[config.mk]
export PLATFORM = sky130hd
export DESIGN_NAME = wb_write_arbiter_flat
export DESIGN_NICKNAME = d
export VERILOG_FILES = /design/src/rtl/wb_write_arbiter_if.sv /design/src/rtl/wb_write_arbiter.sv /design/src/flat_wrapper.sv
export SDC_FILE = /design/constraint.sdc
export NUM_CORES = 1
export LEC_CHECK = 0
export CORE_UTILIZATION = 40
export DETAILED_ROUTE_END_ITERATION = 10
export PLACE_DENSITY = 0.64
export SLEW_MARGIN = 20
export SYNTH_ARGS = -nofsm -noshare
export SYNTH_HDL_FRONTEND = slang
export SYNTH_SLANG_ARGS = --single-unit
[constraint.sdc]
create_clock -name clk -period 3.41 [get_ports clk]
set_input_delay 0.5115 -clock clk [delete_from_list [all_inputs] [get_ports clk]]
set_output_delay 0.5115 -clock clk [all_outputs]
set_load 0.05 [all_outputs]
[src/rtl/wb_write_arbiter_if.sv]
// Writeback arbiter bus bundle.
// Groups the two source push ports, the register-file write port and the
// pending-write tracking signals of wb_write_arbiter.
//   master : the side that produces results / claims / source lookups
//   slave  : the arbiter itself
interface wb_write_arbiter_if;
    logic        s0_valid;
    logic        s0_ready;
    logic [4:0]  s0_rd;
    logic [31:0] s0_data;
    logic        s1_valid;
    logic        s1_ready;
    logic [4:0]  s1_rd;
    logic [31:0] s1_data;
    logic        write_en;
    logic [4:0]  rd;
    logic [31:0] write_data;
    logic        mark_valid;
    logic [4:0]  mark_rd;
    logic [4:0]  rs1_in;
    logic [4:0]  rs2_in;
    logic        rs1_busy;
    logic        rs2_busy;

    modport master (
        output s0_valid, s0_rd, s0_data, input s0_ready,
        output s1_valid, s1_rd, s1_data, input s1_ready,
        input  write_en, rd, write_data,
        output mark_valid, mark_rd, rs1_in, rs2_in,
        input  rs1_busy, rs2_busy
    );

    modport slave (
        input  s0_valid, s0_rd, s0_data, output s0_ready,
        input  s1_valid, s1_rd, s1_data, output s1_ready,
        output write_en, rd, write_data,
        input  mark_valid, mark_rd, rs1_in, rs2_in,
        output rs1_busy, rs2_busy
    );
endinterface

[src/rtl/wb_write_arbiter.sv]
// wb_write_arbiter
// Merges writeback results from two sources (src0 = ALU/CSR, src1 = load /
// accelerator return) onto the single register-file write port. Each source
// has its own DEPTH-entry FIFO; heads are arbitrated by fixed priority
// (PRIORITY_RR=0, src0 wins) or round-robin (PRIORITY_RR=1). The winning head
// is popped into a registered output, so write_en pulses one cycle per entry.
// Ports:
//   clk    core clock
//   rst_n  asynchronous active-low reset
//   bus    wb_write_arbiter_if.slave: s0/s1 push ports, write_en/rd/write_data,
//          mark_*/rs*_in/rs*_busy pending-write tracking
// Optional feature: define WB_SCOREBOARD_EN to build the 32-entry busy vector;
// otherwise rs1_busy/rs2_busy are tied to 0 and mark_* are ignored.
module wb_write_arbiter #(
    parameter int DEPTH       = 2,
    parameter bit PRIORITY_RR = 1'b0
) (
    input  logic               clk,
    input  logic               rst_n,
    wb_write_arbiter_if.slave  bus
);
    localparam int AW = (DEPTH > 1) ? $clog2(DEPTH) : 1;
    localparam int CW = $clog2(DEPTH + 1);

    typedef logic [36:0] entry_t;   // {rd, data}

    entry_t        mem_q [2][DEPTH];
    logic [AW-1:0] wr_ptr_q [2];
    logic [AW-1:0] wr_ptr_d [2];
    logic [AW-1:0] rd_ptr_q [2];
    logic [AW-1:0] rd_ptr_d [2];
    logic [CW-1:0] cnt_q [2];
    logic [CW-1:0] cnt_d [2];
    entry_t        in_entry [2];
    entry_t        head [2];
    logic [1:0]    valid_in, ready, push, nonempty, gnt;
    logic          rr_q, rr_d;          // 1: src1 is preferred on a tie
    logic          we_q, we_d;
    logic [4:0]    rd_q, rd_d;
    logic [31:0]   data_q, data_d;
    entry_t        grant_entry;
    logic          any_gnt;

    always_comb begin
        valid_in    = {bus.s1_valid, bus.s0_valid};
        in_entry[0] = {bus.s0_rd, bus.s0_data};
        in_entry[1] = {bus.s1_rd, bus.s1_data};
        for (int i = 0; i < 2; i++) begin
            // Ready depends only on the registered count: a pop on the same
            // edge never lets a push into a full FIFO.
            ready[i]    = rst_n && (cnt_q[i] != CW'(DEPTH));
            push[i]     = valid_in[i] && ready[i];
            nonempty[i] = (cnt_q[i] != '0);
            head[i]     = mem_q[i][rd_ptr_q[i]];
        end
    end

    assign bus.s0_ready = ready[0];
    assign bus.s1_ready = ready[1];

    always_comb begin
        gnt  = nonempty;
        rr_d = rr_q;
        if (nonempty == 2'b11)
            gnt = (PRIORITY_RR && rr_q) ? 2'b10 : 2'b01;
        if (gnt[0])
            rr_d = 1'b1;
        else if (gnt[1])
            rr_d = 1'b0;
    end

    always_comb begin
        any_gnt     = |gnt;
        grant_entry = gnt[1] ? head[1] : head[0];
        // A granted head addressed to x0 is consumed without a write strobe.
        we_d   = any_gnt && (grant_entry[36:32] != 5'd0);
        rd_d   = any_gnt ? grant_entry[36:32] : rd_q;
        data_d = any_gnt ? grant_entry[31:0] : data_q;
        for (int i = 0; i < 2; i++) begin
            wr_ptr_d[i] = wr_ptr_q[i] + AW'(push[i]);
            rd_ptr_d[i] = rd_ptr_q[i] + AW'(gnt[i]);
            cnt_d[i]    = cnt_q[i] + CW'(push[i]) - CW'(gnt[i]);
        end
    end

    always_ff @(posedge clk) begin
        for (int i = 0; i < 2; i++)
            if (push[i])
                mem_q[i][wr_ptr_q[i]] <= in_entry[i];
    end

    always_ff @(posedge clk or negedge rst_n) begin
        if (!rst_n) begin
            for (int i = 0; i < 2; i++) begin
                wr_ptr_q[i] <= '0;
                rd_ptr_q[i] <= '0;
                cnt_q[i]    <= '0;
            end
            rr_q   <= 1'b0;
            we_q   <= 1'b0;
            rd_q   <= '0;
            data_q <= '0;
        end else begin
            for (int i = 0; i < 2; i++) begin
                wr_ptr_q[i] <= wr_ptr_d[i];
                rd_ptr_q[i] <= rd_ptr_d[i];
                cnt_q[i]    <= cnt_d[i];
            end
            rr_q   <= rr_d;
            we_q   <= we_d;
            rd_q   <= rd_d;
            data_q <= data_d;
        end
    end

    assign bus.write_en   = we_q;
    assign bus.rd         = rd_q;
    assign bus.write_data = data_q;

`ifdef WB_SCOREBOARD_EN
    logic [31:0] busy_q, busy_d;

    always_comb begin
        busy_d = busy_q;
        if (any_gnt)
            busy_d[grant_entry[36:32]] = 1'b0;
        // Applied after the clear so a new claim on the retiring register survives.
        if (bus.mark_valid)
            busy_d[bus.mark_rd] = 1'b1;
        busy_d[0] = 1'b0;
    end

    always_ff @(posedge clk or negedge rst_n) begin
        if (!rst_n)
            busy_q <= '0;
        else
            busy_q <= busy_d;
    end

    assign bus.rs1_busy = busy_q[bus.rs1_in];
    assign bus.rs2_busy = busy_q[bus.rs2_in];
`else
    logic unused_sb;
    assign unused_sb    = ^{bus.mark_valid, bus.mark_rd, bus.rs1_in, bus.rs2_in};
    assign bus.rs1_busy = 1'b0;
    assign bus.rs2_busy = 1'b0;
`endif

endmodule

[src/flat_wrapper.sv]
// flat-port wrapper written by rule: the top's interface ports become plain ports
module wb_write_arbiter_flat 
#(
    parameter int DEPTH       = 2,
    parameter bit PRIORITY_RR = 1'b0
)
  (clk, rst_n, bus_s0_valid, bus_s0_rd, bus_s0_data, bus_s0_ready, bus_s1_valid, bus_s1_rd, bus_s1_data, bus_s1_ready, bus_write_en, bus_rd, bus_write_data, bus_mark_valid, bus_mark_rd, bus_rs1_in, bus_rs2_in, bus_rs1_busy, bus_rs2_busy);
  wb_write_arbiter_if bus_i ();
  input  logic clk;
  input  logic rst_n;
  input wire logic [$bits(bus_i.s0_valid)-1:0] bus_s0_valid;
  input wire logic [$bits(bus_i.s0_rd)-1:0] bus_s0_rd;
  input wire logic [$bits(bus_i.s0_data)-1:0] bus_s0_data;
  output wire logic [$bits(bus_i.s0_ready)-1:0] bus_s0_ready;
  input wire logic [$bits(bus_i.s1_valid)-1:0] bus_s1_valid;
  input wire logic [$bits(bus_i.s1_rd)-1:0] bus_s1_rd;
  input wire logic [$bits(bus_i.s1_data)-1:0] bus_s1_data;
  output wire logic [$bits(bus_i.s1_ready)-1:0] bus_s1_ready;
  output wire logic [$bits(bus_i.write_en)-1:0] bus_write_en;
  output wire logic [$bits(bus_i.rd)-1:0] bus_rd;
  output wire logic [$bits(bus_i.write_data)-1:0] bus_write_data;
  input wire logic [$bits(bus_i.mark_valid)-1:0] bus_mark_valid;
  input wire logic [$bits(bus_i.mark_rd)-1:0] bus_mark_rd;
  input wire logic [$bits(bus_i.rs1_in)-1:0] bus_rs1_in;
  input wire logic [$bits(bus_i.rs2_in)-1:0] bus_rs2_in;
  output wire logic [$bits(bus_i.rs1_busy)-1:0] bus_rs1_busy;
  output wire logic [$bits(bus_i.rs2_busy)-1:0] bus_rs2_busy;
  assign bus_i.s0_valid = bus_s0_valid;
  assign bus_i.s0_rd = bus_s0_rd;
  assign bus_i.s0_data = bus_s0_data;
  assign bus_s0_ready = bus_i.s0_ready;
  assign bus_i.s1_valid = bus_s1_valid;
  assign bus_i.s1_rd = bus_s1_rd;
  assign bus_i.s1_data = bus_s1_data;
  assign bus_s1_ready = bus_i.s1_ready;
  assign bus_write_en = bus_i.write_en;
  assign bus_rd = bus_i.rd;
  assign bus_write_data = bus_i.write_data;
  assign bus_i.mark_valid = bus_mark_valid;
  assign bus_i.mark_rd = bus_mark_rd;
  assign bus_i.rs1_in = bus_rs1_in;
  assign bus_i.rs2_in = bus_rs2_in;
  assign bus_rs1_busy = bus_i.rs1_busy;
  assign bus_rs2_busy = bus_i.rs2_busy;
  wb_write_arbiter #(.DEPTH(DEPTH), .PRIORITY_RR(PRIORITY_RR)) u_core (.clk(clk), .rst_n(rst_n), .bus(bus_i));
endmodule
==> results.rst <==
.. list-table::
   :header-rows: 1

   * - Metric
     - Value
   * - Number of setup violations in the final report
     - 0
   * - Setup TNS
     - 0 ns
   * - Final worst path period share
     - 75.4%
   * - Pre-Repair DR Iteration Count
     - 4
   * - Max-slew violation count
     - 0
   * - Fmax
     - 0.389 GHz
   * - Register clock-pin slew on the reported worst setup and hold paths
     - 0.07 ns
   * - Die Y-Extent
     - around 140 um
   * - DR WL/cell
     - 18.0 um
   * - Average cell area after synthesis
     - 16.5 um^2
   * - Number of violations of the max-capacitance limit
     - 0
   * - Floorplan die area
     - between 15,000 and 20,000 um^2
   * - Worst skew pair latency
     - around 0.43 ns
   * - Area added between synthesis and finish
     - 26.4%
   * - Layout cells sized above 1
     - 8.81%
   * - Hold violation total from the final report
     - 0
   * - Pin count of the biggest net entering global routing
     - 49
   * - CTS Buf Count
     - 17
   * - Count of antenna-violating nets left after detailed routing
     - 0
   * - Overall Global Routing Usage
     - 16.7%
   * - Top fanout value on the critical path
     - 20
   * - Reg2reg start
     - u_core.cnt_q[0]$_DFF_PN0_
   * - Number of antenna cells inserted
     - 0
   * - Total number of vias
     - 4,018
   * - Share of the core filled with cells in the final layout
     - about half
   * - Worst vdd rail ir drop
     - 0.576 mV
   * - Worst R2R End
     - u_core.mem_q[0][116]$_DFFE_PP_
   * - Number of buffers inserted by post-CTS setup repair
     - 0
   * - Remaining Overflow, GRT
     - 0
   * - Non-Filler Instances
     - 808
   * - Initial DRC Count
     - 178
   * - Port bufs
     - 117
   * - Register-to-register path setup slack
     - 1.20 ns
   * - Setup Crit Path Kind
     - in2out
   * - Worst Hold Slack
     - ~0.03 ns
   * - CTS tree
     - built
   * - Hold Crit Class
     - in2async
   * - Power density cells
     - 864 nW/um^2
   * - First-pass GRT wire length
     - 22,800 um
   * - Tightest Pin Transition
     - 0.707 ns
   * - Remaining max-slew budget at the tightest pin
     - between 50% and 60%
   * - Setup clock skew after layout
     - ~0.0081 ns
   * - Final Critical Period
     - approximately 2.6 ns
   * - Count of unique library cells instantiated by Yosys
     - 28
   * - Warnings from Yosys
     - 0
   * - Kind of end point of the critical path
     - output pin
   * - Max Root-Sink Buffers
     - 2
   * - Vias per Instance
     - approximately 5
   * - Clock tree root buffer cell
     - sky130_fd_sc_hd__clkbuf_16
   * - Remaining routing DRC violations
     - 0
   * - Routed Wire Length
     - 14,500 um
   * - Clk sinks
     - 194
   * - Initial antenna violation count
     - 0
   * - Result of the run
     - complete, no violations
   * - Sequential fraction of the synthesis area
     - 75.8%
   * - Number of cells on the worst reg-to-reg path
     - 5
   * - CTS H-tree lvls
     - 4
   * - Startpoint of the worst setup timing path
     - rst_n
   * - Starting utilization of the core area
     - between 40 and 50%
   * - Number of synthesized register bits
     - around 190
   * - Leakage power total
     - around 3.4 nW
   * - Critical path data arrival time
     - a little over 2 ns
   * - WP data required
     - 2.90 ns
   * - Post-synthesis cell area
     - 7380 um^2
   * - Final layout net count
     - 666
   * - # hold bufs at CTS
     - 0
   * - Final weighted congestion in routability-driven placement
     - between 0.7 and 0.8
   * - Setup slack after layout
     - 0.838 ns
   * - Die outline width
     - 138 um
   * - Setup repair after global routing missed its margin
     - false
   * - Resized cells post-CTS
     - 0
   * - Dpl hpwl
     - approximately 9500 um
   * - Top-level port count
     - 136
   * - Post-Syn Instances
     - 447
   * - DP Cell Count
     - 776
   * - Crit start category
     - primary input
   * - Core footprint
     - 18,000 um^2
   * - Row count
     - 49
   * - Via count of the first global-routing pass
     - 4,260
   * - Worst Setup Slack post-DPL
     - ~0.62 ns
[cell usage after synthesis, drive strengths merged]
library cell | number | share of area (%)
a21boi | 1 | 0.10
nand2 | 10 | 0.51
and2 | 3 | 0.25
o21ai | 10 | 0.68
nand2b | 1 | 0.085
mux2i | 72 | 9.8
buf | 25 | 2.3
a31oi | 1 | 0.085
xor2 | 1 | 0.12
clkbuf | 2 | 0.10
edfxtp | 148 | 60
ha | 6 | 1.0
a21oi | 32 | 2.2
or2 | 2 | 0.17
a222oi | 1 | 0.14
inv | 7 | 0.36
xnor2 | 3 | 0.36
nand3 | 5 | 0.34
dfrtp | 46 | 16
nor2 | 36 | 2.0
conb | 1 | 0.051
a211oi | 32 | 3.3
mux2 | 2 | 0.31
[logic make-up after synthesis]
| logic type | share of synthesized area (%) |
|---|---|
| XOR/XNOR | 0.475 |
| AND/OR/NAND/NOR | 3.32 |
| adder cells (fa/ha/maj) | 1.02 |
| other | 0.0508 |
| flip-flops | 75.8 |
| multiplexers | 10.1 |
| AO/OA/AOI/OAI | 6.43 |
| buffers and inverters | 2.78 |
[state kept, by name, indices dropped and copies added (netlist names)]
name / count
u_core.bus.rd: 5
u_core.bus.write_data: 32
u_core.bus.write_en: 1
u_core.cnt_q: 4
u_core.mem_q: 148
u_core.rd_ptr_q: 2
u_core.wr_ptr_q: 2
[per-stage QoR]
stage / area, um^2 / total power [W]
floorplan: 7380 / 0.00536
global placement: 8780 / 0.00625
detailed placement: 8780 / 0.00632
CTS: 9320 / 0.00815
global route: 9320 / 0.00848
finish: 9320 / 0.00805
[cell type report]
| cell class | instances | area (um^2) |
|---|---|---|
| clock inverters | 13 | 104 |
| flip-flops and latches | 194 | 5600 |
| fillers | 1505 | 8700 |
| multi-input cells | 220 | 1600 |
| well taps | 229 | 287 |
| clock buffers | 19 | 443 |
| repair buffers | 126 | 1270 |
| inverters | 7 | 26.3 |
[how the worst max path moves through the flow]
stage,end,cells after the start,slack [ns]
floorplan,u_core.mem_q[0][100]$_DFFE_PP_,3,0.05
global placement,u_core.mem_q[0][129]$_DFFE_PP_,5,0.69
detailed placement,u_core.mem_q[0][116]$_DFFE_PP_,5,0.62
CTS,bus_s1_ready,3,0.81
global route,bus_s1_ready,3,0.70
finish,bus_s1_ready,3,0.84
[metal layers]
| layer | up-vias | part of all wire [%] | global-route usage [%] |
|---|---|---|---|
| met4 | 0 | 1.4 | 6.34 |
| met2 | 101 | 50 | 28.4 |
| li1 | 1926 | - | - |
| met5 | - | 0 | 0 |
| met3 | 16 | 5.4 | 4.27 |
| met1 | 1975 | 43 | 20.5 |
[critical path, stage by stage]
cell                              delay, ns
sky130_fd_sc_hd__buf_2                 0.38
sky130_fd_sc_hd__a21boi_0              0.31
sky130_fd_sc_hd__clkdlybuf4s50_1       0.85
[placed cells by master, fill, tap and decap left out, types with 10 or more instances in the layout]
cell type	netlist	routed
sky130_fd_sc_hd__clkdlybuf4s50_1	0	116
sky130_fd_sc_hd__a211oi_1	32	32
sky130_fd_sc_hd__a21oi_1	32	32
sky130_fd_sc_hd__nor2_1	34	34
sky130_fd_sc_hd__edfxtp_1	148	148
sky130_fd_sc_hd__mux2i_1	72	72
sky130_fd_sc_hd__o21ai_0	10	10
sky130_fd_sc_hd__clkbuf_16	0	17
sky130_fd_sc_hd__dfrtp_1	46	44
sky130_fd_sc_hd__nand2_1	10	10
[power breakdown]
| part | internal (W) | switching, W | total (W) | leakage [nW] |
|---|---|---|---|---|
| clock network | 0.000964 | 0.000861 | 0.00182 | 0.260 |
| registers | 0.00305 | 0.000338 | 0.00339 | 1.89 |
| logic | 0.00107 | 0.00177 | 0.00284 | 1.28 |
| total | 0.00509 | 0.00297 | 0.00805 | 3.43 |
Power figures use the tool's default switching activity.
==> edit, RTL diff (same flow settings) <==
`PRIORITY_RR` is set to 1'b0 in 2 places; all go to 1'b1.
--- a/src/rtl/wb_write_arbiter.sv
+++ b/src/rtl/wb_write_arbiter.sv
@@ -14,5 +14,5 @@
 module wb_write_arbiter #(
     parameter int DEPTH       = 2,
-    parameter bit PRIORITY_RR = 1'b0
+    parameter bit PRIORITY_RR = 1'b1
 ) (
     input  logic               clk,
--- a/src/flat_wrapper.sv
+++ b/src/flat_wrapper.sv
@@ -3,5 +3,5 @@
 #(
     parameter int DEPTH       = 2,
-    parameter bit PRIORITY_RR = 1'b0
+    parameter bit PRIORITY_RR = 1'b1
 )
   (clk, rst_n, bus_s0_valid, bus_s0_rd, bus_s0_data, bus_s0_ready, bus_s1_valid, bus_s1_rd, bus_s1_data, bus_s1_ready, bus_write_en, bus_rd, bus_write_data, bus_mark_valid, bus_mark_rd, bus_rs1_in, bus_rs2_in, bus_rs1_busy, bus_rs2_busy);
Check against the original RTL: not equivalent (a bounded check fails within 4 cycles, from zero or initial values and one cycle with rst_n low).
==> edit against the original RTL <==
  * The flow now finishes with violations (DRC)
  * Non-clock buffer count grew 4
  * Setup slack lost 0.51 ns
  * Sequential share of layout area shrank 0.96 points
  * Synthesized area grew 1.8%
  * Wire length grew 5.2%
  * Power grew 9.0%
  * First-iteration DRC count grew 7.3%
  * Die area grew 1.7%
  * Sequential cell count grew 1
  * Combinational power grew 18%
  * Global-route usage grew 0.074 points
  * Count of clock-buffer cells in the layout is the same
  * Design area grew 2.1%
  * Largest cell class unchanged
==> edit: results (changes against the original RTL) <==
Synth Area in Compound Gates -> 7.43% (was 6.43%)
fraction of area in multi-input gates -> 18.2% (was 17.1%)
WP data arrival -> 2.57 ns (was 2.06 ns)
Total Wirelength -> 15,300 um (was 14,500 um)
pre-CTS setup slack -> 0.806 ns (was 0.623 ns)
sequential share of cell area -> 59.1% (was 60.0%)
# DRC -> 8 (was 0)
final-layout clock-cell area share -> 5.77% (was 5.86%)
nonclk buf count -> 130 (was 126)
placed inst area -> 8960 sq um (was 8780 sq um)
global routing usage on met3 -> 4.73% (was 4.27%)
status -> finished, violations left (was finished, final reports clean)
vias -> 4,154 (was 4,018)
drt wl/cell -> 18.7 um (was 18.0 um)
Power Dens Cells -> 923 nW/um^2 (was 864 nW/um^2)
met3 routed WL -> 741 um (was 780 um)
Signal inverters -> 10 (was 7)
clock tree sinks -> 195 (was 194)
net count reported at finish -> 679 (was 666)
Post-Synth Adder-Cell Area -> 1.33% (was 1.02%)
drt pass-1 iters -> 8 (was 4)
Max-slew headroom -> 42.4% (was 52.8%)
met2 WL -> 7710 um (was 7300 um)
Peak supply drop -> 416 uV (was 576 uV)
post-synthesis xor/xnor area fraction -> 0.700% (was 0.475%)
Final Skew -> 0.0207 ns (was 0.00810 ns)
leakage -> 0.00361 uW (was 0.00343 uW)
violated checks -> DRC
vias in the first global route -> 4,317 (was 4,260)
dpl hpwl -> 10,100 um (was 9550 um)
GR Layer Usage met1 -> 21.3% (was 20.5%)
first-pass GRT wire length -> 23,700 um (was 22,800 um)
sequential area share after synthesis -> 74.9% (was 75.8%)
comb_multi_in -> 223 (was 220)
share of synthesized registers carrying an async set or reset -> 24.1% (was 23.7%)
Area contributors post-synth -> edfxtp_1 (59%), dfrtp_1 (16%), mux2i_1 (9.3%) (was edfxtp_1 (60%), dfrtp_1 (16%), mux2i_1 (9.8%))
post-synthesis mux area share -> 10.2% (was 10.1%)
synth unique cells -> 35 (was 28)
max incr delay on CP -> 0.87 ns (was 0.85 ns)
gpl congestion -> 0.741 (was 0.764)
CP Max Fanout -> 10 (was 20)
## edit: final timing paths
check	from	to	slack, ns	depth (start not counted)
worst max register to register	u_core.cnt_q[2]	u_core.mem_q[0][28]	1.14	5
worst min-delay path	u_core.bus.rd[3]	u_core.bus.rd[3]	0.48	2
worst max-delay path	rst_n	bus_s1_ready	0.33	4
min in group asynchronous	rst_n	u_core.bus.write_data[31]	0.56	2
worst min register to register	u_core.bus.rd[3]	u_core.bus.rd[3]	0.48	2
max in group asynchronous	rst_n	u_core.rd_ptr_q[0]	2.00	3
## edit: power breakdown
group	switching, uW	internal [uW]
sequential	436	3120
combinational	2000	1350
clock	841	1020
total	3280	5500
## edit: worst reg2reg max path, stage by stage, from the launching register on
cell and delay, ns:
dfrtp_1 0.46, inv_1 0.09, a21boi_0 0.21, and2_1 0.22
ha_2 0.68, buf_4 0.32
## edit: what timing repair did
action,in CTS,in global routing
endpoints found under the hold margin,7,0
hold buffers,1,0
setup endpoints to repair,0,0
